<file path="src/rtl/mac_result_requant.sv">
// mac_result_requant: requantise signed MAC results to int8 and pack four per word into an output FIFO.
// Define REQ_ROUND_EN for round-half-up before the shift; by default the shift truncates toward -inf.
module mac_result_requant #(
   parameter int W_ACC      = 32,
   parameter int SCALE_W    = 16,
   parameter int SHIFT_W    = 5,
   parameter int FIFO_DEPTH = 8
) (
   input  logic               clk,
   input  logic               rst,
   input  logic               in_valid,
   input  logic [W_ACC-1:0]   in_acc,
   input  logic               in_flush,
   input  logic [SCALE_W-1:0] cfg_scale,
   input  logic [SHIFT_W-1:0] cfg_shift,
   input  logic [7:0]         cfg_zp,
   output logic               out_valid,
   output logic [31:0]        out_data,
   input  logic               out_ready,
   output logic               overflow
);
   localparam int PW = W_ACC + SCALE_W + 1;
   localparam int AW = $clog2(FIFO_DEPTH);
   localparam logic signed [PW:0] MAXV = 127;
   localparam logic signed [PW:0] MINV = -128;

   logic signed [PW-1:0] prod_d, prod_q;
   logic                 s1_valid_q, s1_flush_q;
   logic signed [PW:0]   r, v, zp_ext;
   logic [7:0]           byte_d, byte_q;
   logic                 s2_valid_q, s2_flush_q;
   logic [31:0]          word_d, word_q, new_word;
   logic [2:0]           cnt_d, cnt_q, new_cnt;
   logic                 push, push_ok, pop, full;
   logic [AW:0]          wp_d, wp_q, rp_d, rp_q;
   logic                 overflow_d, overflow_q;
   logic [31:0]          mem_q [FIFO_DEPTH];
`ifdef REQ_ROUND_EN
   logic signed [PW:0]   rnd;
`endif

   always_comb begin
      prod_d = $signed(in_acc) * $signed({1'b0, cfg_scale});
`ifdef REQ_ROUND_EN
      rnd    = (cfg_shift == '0) ? '0 : {{PW{1'b0}}, 1'b1} << (cfg_shift - SHIFT_W'(1));
      r      = ($signed({prod_q[PW-1], prod_q}) + rnd) >>> cfg_shift;
`else
      r      = $signed({prod_q[PW-1], prod_q}) >>> cfg_shift;
`endif
      zp_ext = {{(PW - 7){cfg_zp[7]}}, cfg_zp};
      v      = r + zp_ext;
      byte_d = (v > MAXV) ? 8'h7f : (v < MINV) ? 8'h80 : v[7:0];
   end

   // Packer: a flush closes the word including any lane written in the same cycle.
   always_comb begin
      new_word = s2_valid_q ? (word_q | ({24'b0, byte_q} << {cnt_q[1:0], 3'b000})) : word_q;
      new_cnt  = cnt_q + {2'b0, s2_valid_q};
      push     = new_cnt[2] | (s2_flush_q & (new_cnt != 3'd0));
      word_d   = push ? '0 : new_word;
      cnt_d    = push ? '0 : new_cnt;
   end

   always_comb begin
      out_valid  = wp_q != rp_q;
      full       = (wp_q[AW-1:0] == rp_q[AW-1:0]) & (wp_q[AW] != rp_q[AW]);
      pop        = out_valid & out_ready;
      push_ok    = push & (~full | pop);
      wp_d       = wp_q + (AW + 1)'(push_ok);
      rp_d       = rp_q + (AW + 1)'(pop);
      overflow_d = overflow_q | (push & full & ~pop);
      out_data   = out_valid ? mem_q[rp_q[AW-1:0]] : '0;
      overflow   = overflow_q;
   end

   always_ff @(posedge clk or posedge rst) begin
      if (rst) begin
         prod_q     <= '0;
         s1_valid_q <= 1'b0;
         s1_flush_q <= 1'b0;
         byte_q     <= '0;
         s2_valid_q <= 1'b0;
         s2_flush_q <= 1'b0;
         word_q     <= '0;
         cnt_q      <= '0;
         wp_q       <= '0;
         rp_q       <= '0;
         overflow_q <= 1'b0;
      end else begin
         prod_q     <= prod_d;
         s1_valid_q <= in_valid;
         s1_flush_q <= in_flush;
         byte_q     <= byte_d;
         s2_valid_q <= s1_valid_q;
         s2_flush_q <= s1_flush_q;
         word_q     <= word_d;
         cnt_q      <= cnt_d;
         wp_q       <= wp_d;
         rp_q       <= rp_d;
         overflow_q <= overflow_d;
      end
   end

   always_ff @(posedge clk) begin
      if (push_ok) mem_q[wp_q[AW-1:0]] <= new_word;
   end
endmodule

</file>
<file path="config.mk">
export PLATFORM = sky130hd
export DESIGN_NAME = mac_result_requant
export DESIGN_NICKNAME = d
export VERILOG_FILES = /design/src/rtl/mac_result_requant.sv
export SDC_FILE = /design/constraint.sdc
export NUM_CORES = 2
export LEC_CHECK = 0
export ABC_CLOCK_PERIOD_IN_PS = 6390
export CAP_MARGIN = 20
export CORE_MARGIN = 2
export CORE_UTILIZATION = 50
export DETAILED_ROUTE_END_ITERATION = 6
export PLACE_DENSITY = 0.67
export SYNTH_ARGS = -nofsm -noshare
export SYNTH_HDL_FRONTEND = slang
export SYNTH_SLANG_ARGS = --single-unit
</file>
<file path="constraint.sdc">
create_clock -name clk -period 6.39 [get_ports clk]
set_input_delay 0.639 -clock clk [delete_from_list [all_inputs] [get_ports clk]]
set_output_delay 0.639 -clock clk [all_outputs]
set_load 0.02 [all_outputs]
</file>
* Yosys cells after proc, flatten, opt, wreduce, memory -nomap -nowiden
Memories as Yosys holds them, arrays and structs flattened.
Cells that the tools add are included.
** Word-level totals
- Bits in registers :: 105
- Bits in writable memories :: 256
- Input port bits :: 66
- Output and inout bits :: 34
- Logic and storage cells :: 45
- Memories :: 1
** Memory list
- mem_q :: words 8, width 32, rd ports 1, clocked after Yosys merged registers in 0, write ports 1, RTL line 37 : logic [31:0] mem_q [FIFO_DEPTH];
** Operators by class
- Add/subtract/negate cells :: 4
- Multipliers :: 1
- Magnitude comparators :: 2
- Equal/unequal tests :: 3
- Shift operators :: 2
- Mux-type cells :: 8
- Bitwise gates (word level) :: 12
- Reductions and logical operators :: 1
** Operator list (count)
- 2-to-1 mux 32 bit :: 3
- adder 50 x 8 -> 50 bit :: 1
- greater-than comparator 50 x 8 -> 1 bit, second input constant :: 1
- < comparator 50 x 8 -> 1 bit, second input constant :: 1
- >>> shifter 49 x 5 -> 50 bit :: 1
- multiplier 32 x 17 -> 49 bit :: 1
- bitwise OR 32 bit :: 1
- left shift 8 x 5 -> 32 bit :: 1
- 2-to-1 mux 8 bit :: 2
- adder 4 x 1 -> 4 bit :: 2
- bitwise AND 1 bit :: 6
- inequality test 4 bit :: 1
- adder 3 x 1 -> 3 bit :: 1
- == test 3 bit :: 1
- 2-to-1 mux 3 bit :: 1
- bitwise OR 1 bit :: 3
- nonzero test 3 bit :: 1
- 2-to-1 mux 1 bit :: 2
- inverter 1 bit :: 2
- inequality test 1 bit :: 1

* Depth between registers and ports, before layout
- Depth after elaboration :: 7
- Mapped depth :: 26

* Least setup slack after synthesis
OpenSTA, ideal clock, no wires.
- Path kind :: input-to-reg
- From :: in in_acc[6]
- To :: reg prod_q[44]
- Setup time :: 0.131 ns
- Arrival :: 6.326 ns
- Setup slack :: -0.067 ns
- Stages on the path :: 23
- Cells stage by stage :: clkbuf_1 nand2_1 fa_1 inv_1 fa_1 ha_1 fa_1 inv_1 fa_1 fa_1 inv_1 ha_1 a21o_1 a21o_1 a211o_1 a221oi_1 o211ai_1 nand4b_1 o211ai_1 a21oi_1 o21ai_0 nor4b_1 or3_1
** Between the ends
- Longest elaborated chain between the ends :: 1
** RTL lines
- start: declaration :: RTL line 12 : input logic [W_ACC-1:0] in_acc,
- multiplier 32 x 17 -> 49 bit :: RTL line 43 : prod_d = $signed(in_acc) * $signed({1'b0, cfg_scale});
- via prod_d[44] :: RTL line 27 : logic signed [PW-1:0] prod_d, prod_q;
- end signal: assignment :: RTL line 90 : prod_q <= prod_d;
- end: declaration :: RTL line 27
The timed path passes the listed nets, and every way through them passes these cells.

* Final worst setup path
- From :: in in_acc[15]
- To :: reg prod_q[44]
Same word-level chain as after synthesis.

==> results.cfg <==
[run_status]
status = complete, no violations

[synth]
async_reset_ff_frac = 0.291
synth_fp_nets = 4258
ys_types = 87
yosysSeqAreaShare = 0.278
ys.flop_type = edfxtp_1
synth_seq_cells = 361
synth_warnings = 0
netlist_area_um2 = 37100
synthCells = 3530
synth_edf_count = 256
yosys-top-cells-area = fa_1, edfxtp_1, dfrtp_1
avgSynthCellArea_um2 = 10.5
synth_top_area_cell = fa_1
synth_top_area_share = 0.264

[timing]
fin_skew_ns = 0.0147
rsz0062_at_grt = yes
hold_slack_ns = 0.365
tightest_slew_ns = 0.999
hold_viol_final = 0
post-route-period-util = 0.965
period_minus_slack_ns = 6.17
fmax_mhz = 162
maxSlewViolCount = 0
setup_viol = 0
slew_headroom = 0.334

[grt]
antenna_found_initial = 1
grt_max_degree = 67
grt-ovfl-total = 0
grt_pass1_vias = 27449
grt_pass1_wl_um = 146000
grt_use_total = 0.236

[clock_network]
cts_tree = yes
clk_latency_ns = 0.58
cts_buffers = 31
hold_buffers = 0
path_clk_slew_ns = 0.07
htree_levels = 1
cts.path.max_buffers = 3
cts_num_sinks = 361
root_buffer = clkbuf_16

[floorplan]
core_area_um2 = 73200
num_rows = 99
die_h_um = 276
top_level_ports = 100
fp.dieW_um = 276
start_util = 0.507
dieArea_um2 = 76400

[hold_path]
hp-class = reg2reg

[drt]
detail_route.first_pass.iterations = 6
drt_first_iter_violations = 1957
post_drt_via_cell_ratio = 5.46
drt.antenna.violating_nets = 0
drc = 0
via_count = 26804
wl_per_cell_um = 18.7
totalWireLength_um = 91800

[worst_setup_path]
crit_arrival_ns = 6.62
critical_path.startpoint_type = input port
cp-end-kind = register
cp.required_ns = 6.85
cp_max_fo = 8
criticalPathCategory = in2reg

[placed_design]
io_buffers = 99
hpwlAfterDp_um = 71100
gp_congestion = 0.922

[finish]
syn2layout_area_growth_pct = 18.0
num-nets-final = 4657
drive_above_1_share = 0.180

[job]
max_cap_viol_count = 0
## sequential cells by signal, indices dropped and copies added (netlist names), 3 cells and up
name    cells
rp_q        4
cnt_q       3
wp_q        4
prod_q     49
byte_q      8
word_q     32
mem_q     256
## final timing paths
kind,slack (ns),depth (start not counted),to,startpoint
setup reg to reg,0.79,21,byte_q[3]$_DFF_PP0_,prod_q[4]$_DFF_PP0_
max in group asynchronous,4.57,3,rp_q[0]$_DFF_PP0_,rst
setup / recovery,0.22,25,prod_q[44]$_DFF_PP0_,in_acc[15]
hold reg to reg,0.37,0,s2_flush_q$_DFF_PP0_,s1_flush_q$_DFF_PP0_
min in group asynchronous,0.59,2,prod_q[44]$_DFF_PP0_,rst
hold / removal,0.37,0,s2_flush_q$_DFF_PP0_,s1_flush_q$_DFF_PP0_
## worst max-delay path: stages
cell             delay (ns)
clkdlybuf4s50_1        0.41
buf_6                  0.15
and2_4                 0.16
fa_1                   0.54
inv_1                  0.05
fa_1                   0.47
inv_1                  0.05
fa_2                   0.36
fa_1                   0.57
inv_2                  0.05
fa_1                   0.48
fa_1                   0.49
inv_1                  0.06
ha_4                   0.28
a21oi_1                0.09
o22ai_2                0.22
nor2_1                 0.05
and3_1                 0.17
o211ai_1               0.18
nand4b_1               0.18
o211ai_1               0.26
a21oi_2                0.10
o21ai_2                0.17
nor4b_2                0.07
or3_1                  0.36
## final cells by class
class | instances | area, µm²
fill | 6011 | 29400
multi-input combinational | 2410 | 24300
sequential | 361 | 10300
timing repair buffer | 543 | 4820
inverter | 582 | 2190
tap | 959 | 1200
clock buffer | 44 | 842
clock inverter | 13 | 125
antenna | 1 | 2.50
## stage by stage
step | area [µm²] | instances | setup TNS, ns | worst slack, ns | util
CTS | 43000 | 4879 | -0.00242 | -0.00242 | 0.587
detailed placement | 42000 | 4822 | -12.05 | -0.821 | 0.574
global placement | 42000 | 4822 | -10.61 | -0.692 | 0.574
finish | 43800 | 4913 | 0 | 0.223 | 0.598
global route | 43800 | 4912 | -0.0959 | -0.0603 | 0.598
floorplan | 37100 | 3530 | 0 | 0.00166 | -
## placed cells by master, fill, tap and decap left out, types with 11 or more instances in the layout
cell             count
xor2_1              27
mux2_2              34
clkbuf_16           39
buf_12              23
a211o_1             11
dfrtp_1            102
mux2i_1             97
nor3_1              32
a21oi_1            107
a21o_1              77
xnor2_1             50
fa_2                13
inv_1              570
edfxtp_1           256
nor4_1              15
nor2_1             121
nor2b_1             49
dlymetal6s2s_1      19
nand3_1             25
nand4_1             28
fa_1               477
o211ai_1            20
o21a_1              19
o21ai_0             81
mux4_2              93
clkdlybuf4s50_1     69
a211oi_1            26
buf_6               13
and3_1              17
nand2b_1            17
nand2_1            425
and2_1             195
buf_4              398
o21ai_1             11
a31oi_1             11
ha_1               163
## cells by family (layout without fill, tap and decap cells)
kind of cell    count (synthesis)  in the layout  synth area share
mux                           224            224            0.0930
xor+xnor                       77             77            0.0182
other cells                     1              2          0.000101
buf+inv                       759           1182            0.0775
compound gates                463            463            0.0827
simple gates                  983            983             0.128
flops                         361            361             0.278
fa+ha+maj                     662            662             0.323
## cells in the mapped netlist, types with 4 or more instances
| cell | n |
|---|---|
| a2111oi_0 | 6 |
| a211o_1 | 11 |
| a211oi_1 | 28 |
| a21boi_0 | 6 |
| a21o_1 | 77 |
| a21oi_1 | 116 |
| a31oi_1 | 11 |
| and2_1 | 196 |
| and3_1 | 18 |
| buf_1 | 21 |
| buf_2 | 7 |
| clkbuf_1 | 147 |
| dfrtp_1 | 105 |
| edfxtp_1 | 256 |
| fa_1 | 490 |
| ha_1 | 172 |
| inv_1 | 580 |
| mux2_2 | 34 |
| mux2i_1 | 97 |
| mux4_2 | 93 |
| nand2_1 | 429 |
| nand2b_1 | 17 |
| nand3_1 | 26 |
| nand4_1 | 28 |
| nor2_1 | 128 |
| nor2b_1 | 50 |
| nor3_1 | 34 |
| nor3b_1 | 8 |
| nor4_1 | 16 |
| nor4b_1 | 4 |
| o211ai_1 | 20 |
| o21a_1 | 19 |
| o21ai_0 | 84 |
| o21ai_1 | 10 |
| o21bai_1 | 7 |
| o22ai_1 | 9 |
| o311ai_0 | 5 |
| o31ai_1 | 10 |
| or3_1 | 9 |
| xnor2_1 | 50 |
| xor2_1 | 27 |
## routing by layer
| metal | part of all wire | vias to the layer above | track usage | wire (µm) |
|---|---|---|---|---|
| met4 | 0.014 | 0 | 0.0353 | 1300 |
| met5 | 0 | - | 0 | 0 |
| li1 | - | 12416 | - | - |
| met2 | 0.49 | 751 | 0.401 | 44800 |
| met1 | 0.44 | 13541 | 0.342 | 40600 |
| met3 | 0.055 | 96 | 0.0174 | 5030 |
## what timing repair did
action | 4_1_cts | 5_1_grt
buffers inserted | 0 | 24
cloned | 0 | 8
pin swaps | 5 | 75
gates resized for setup | 15 | 102
endpoints found under the setup margin | 9 | 18
Power is not shown: default switching activity piles up to over one toggle a cycle in this logic, so the estimate is an artifact.
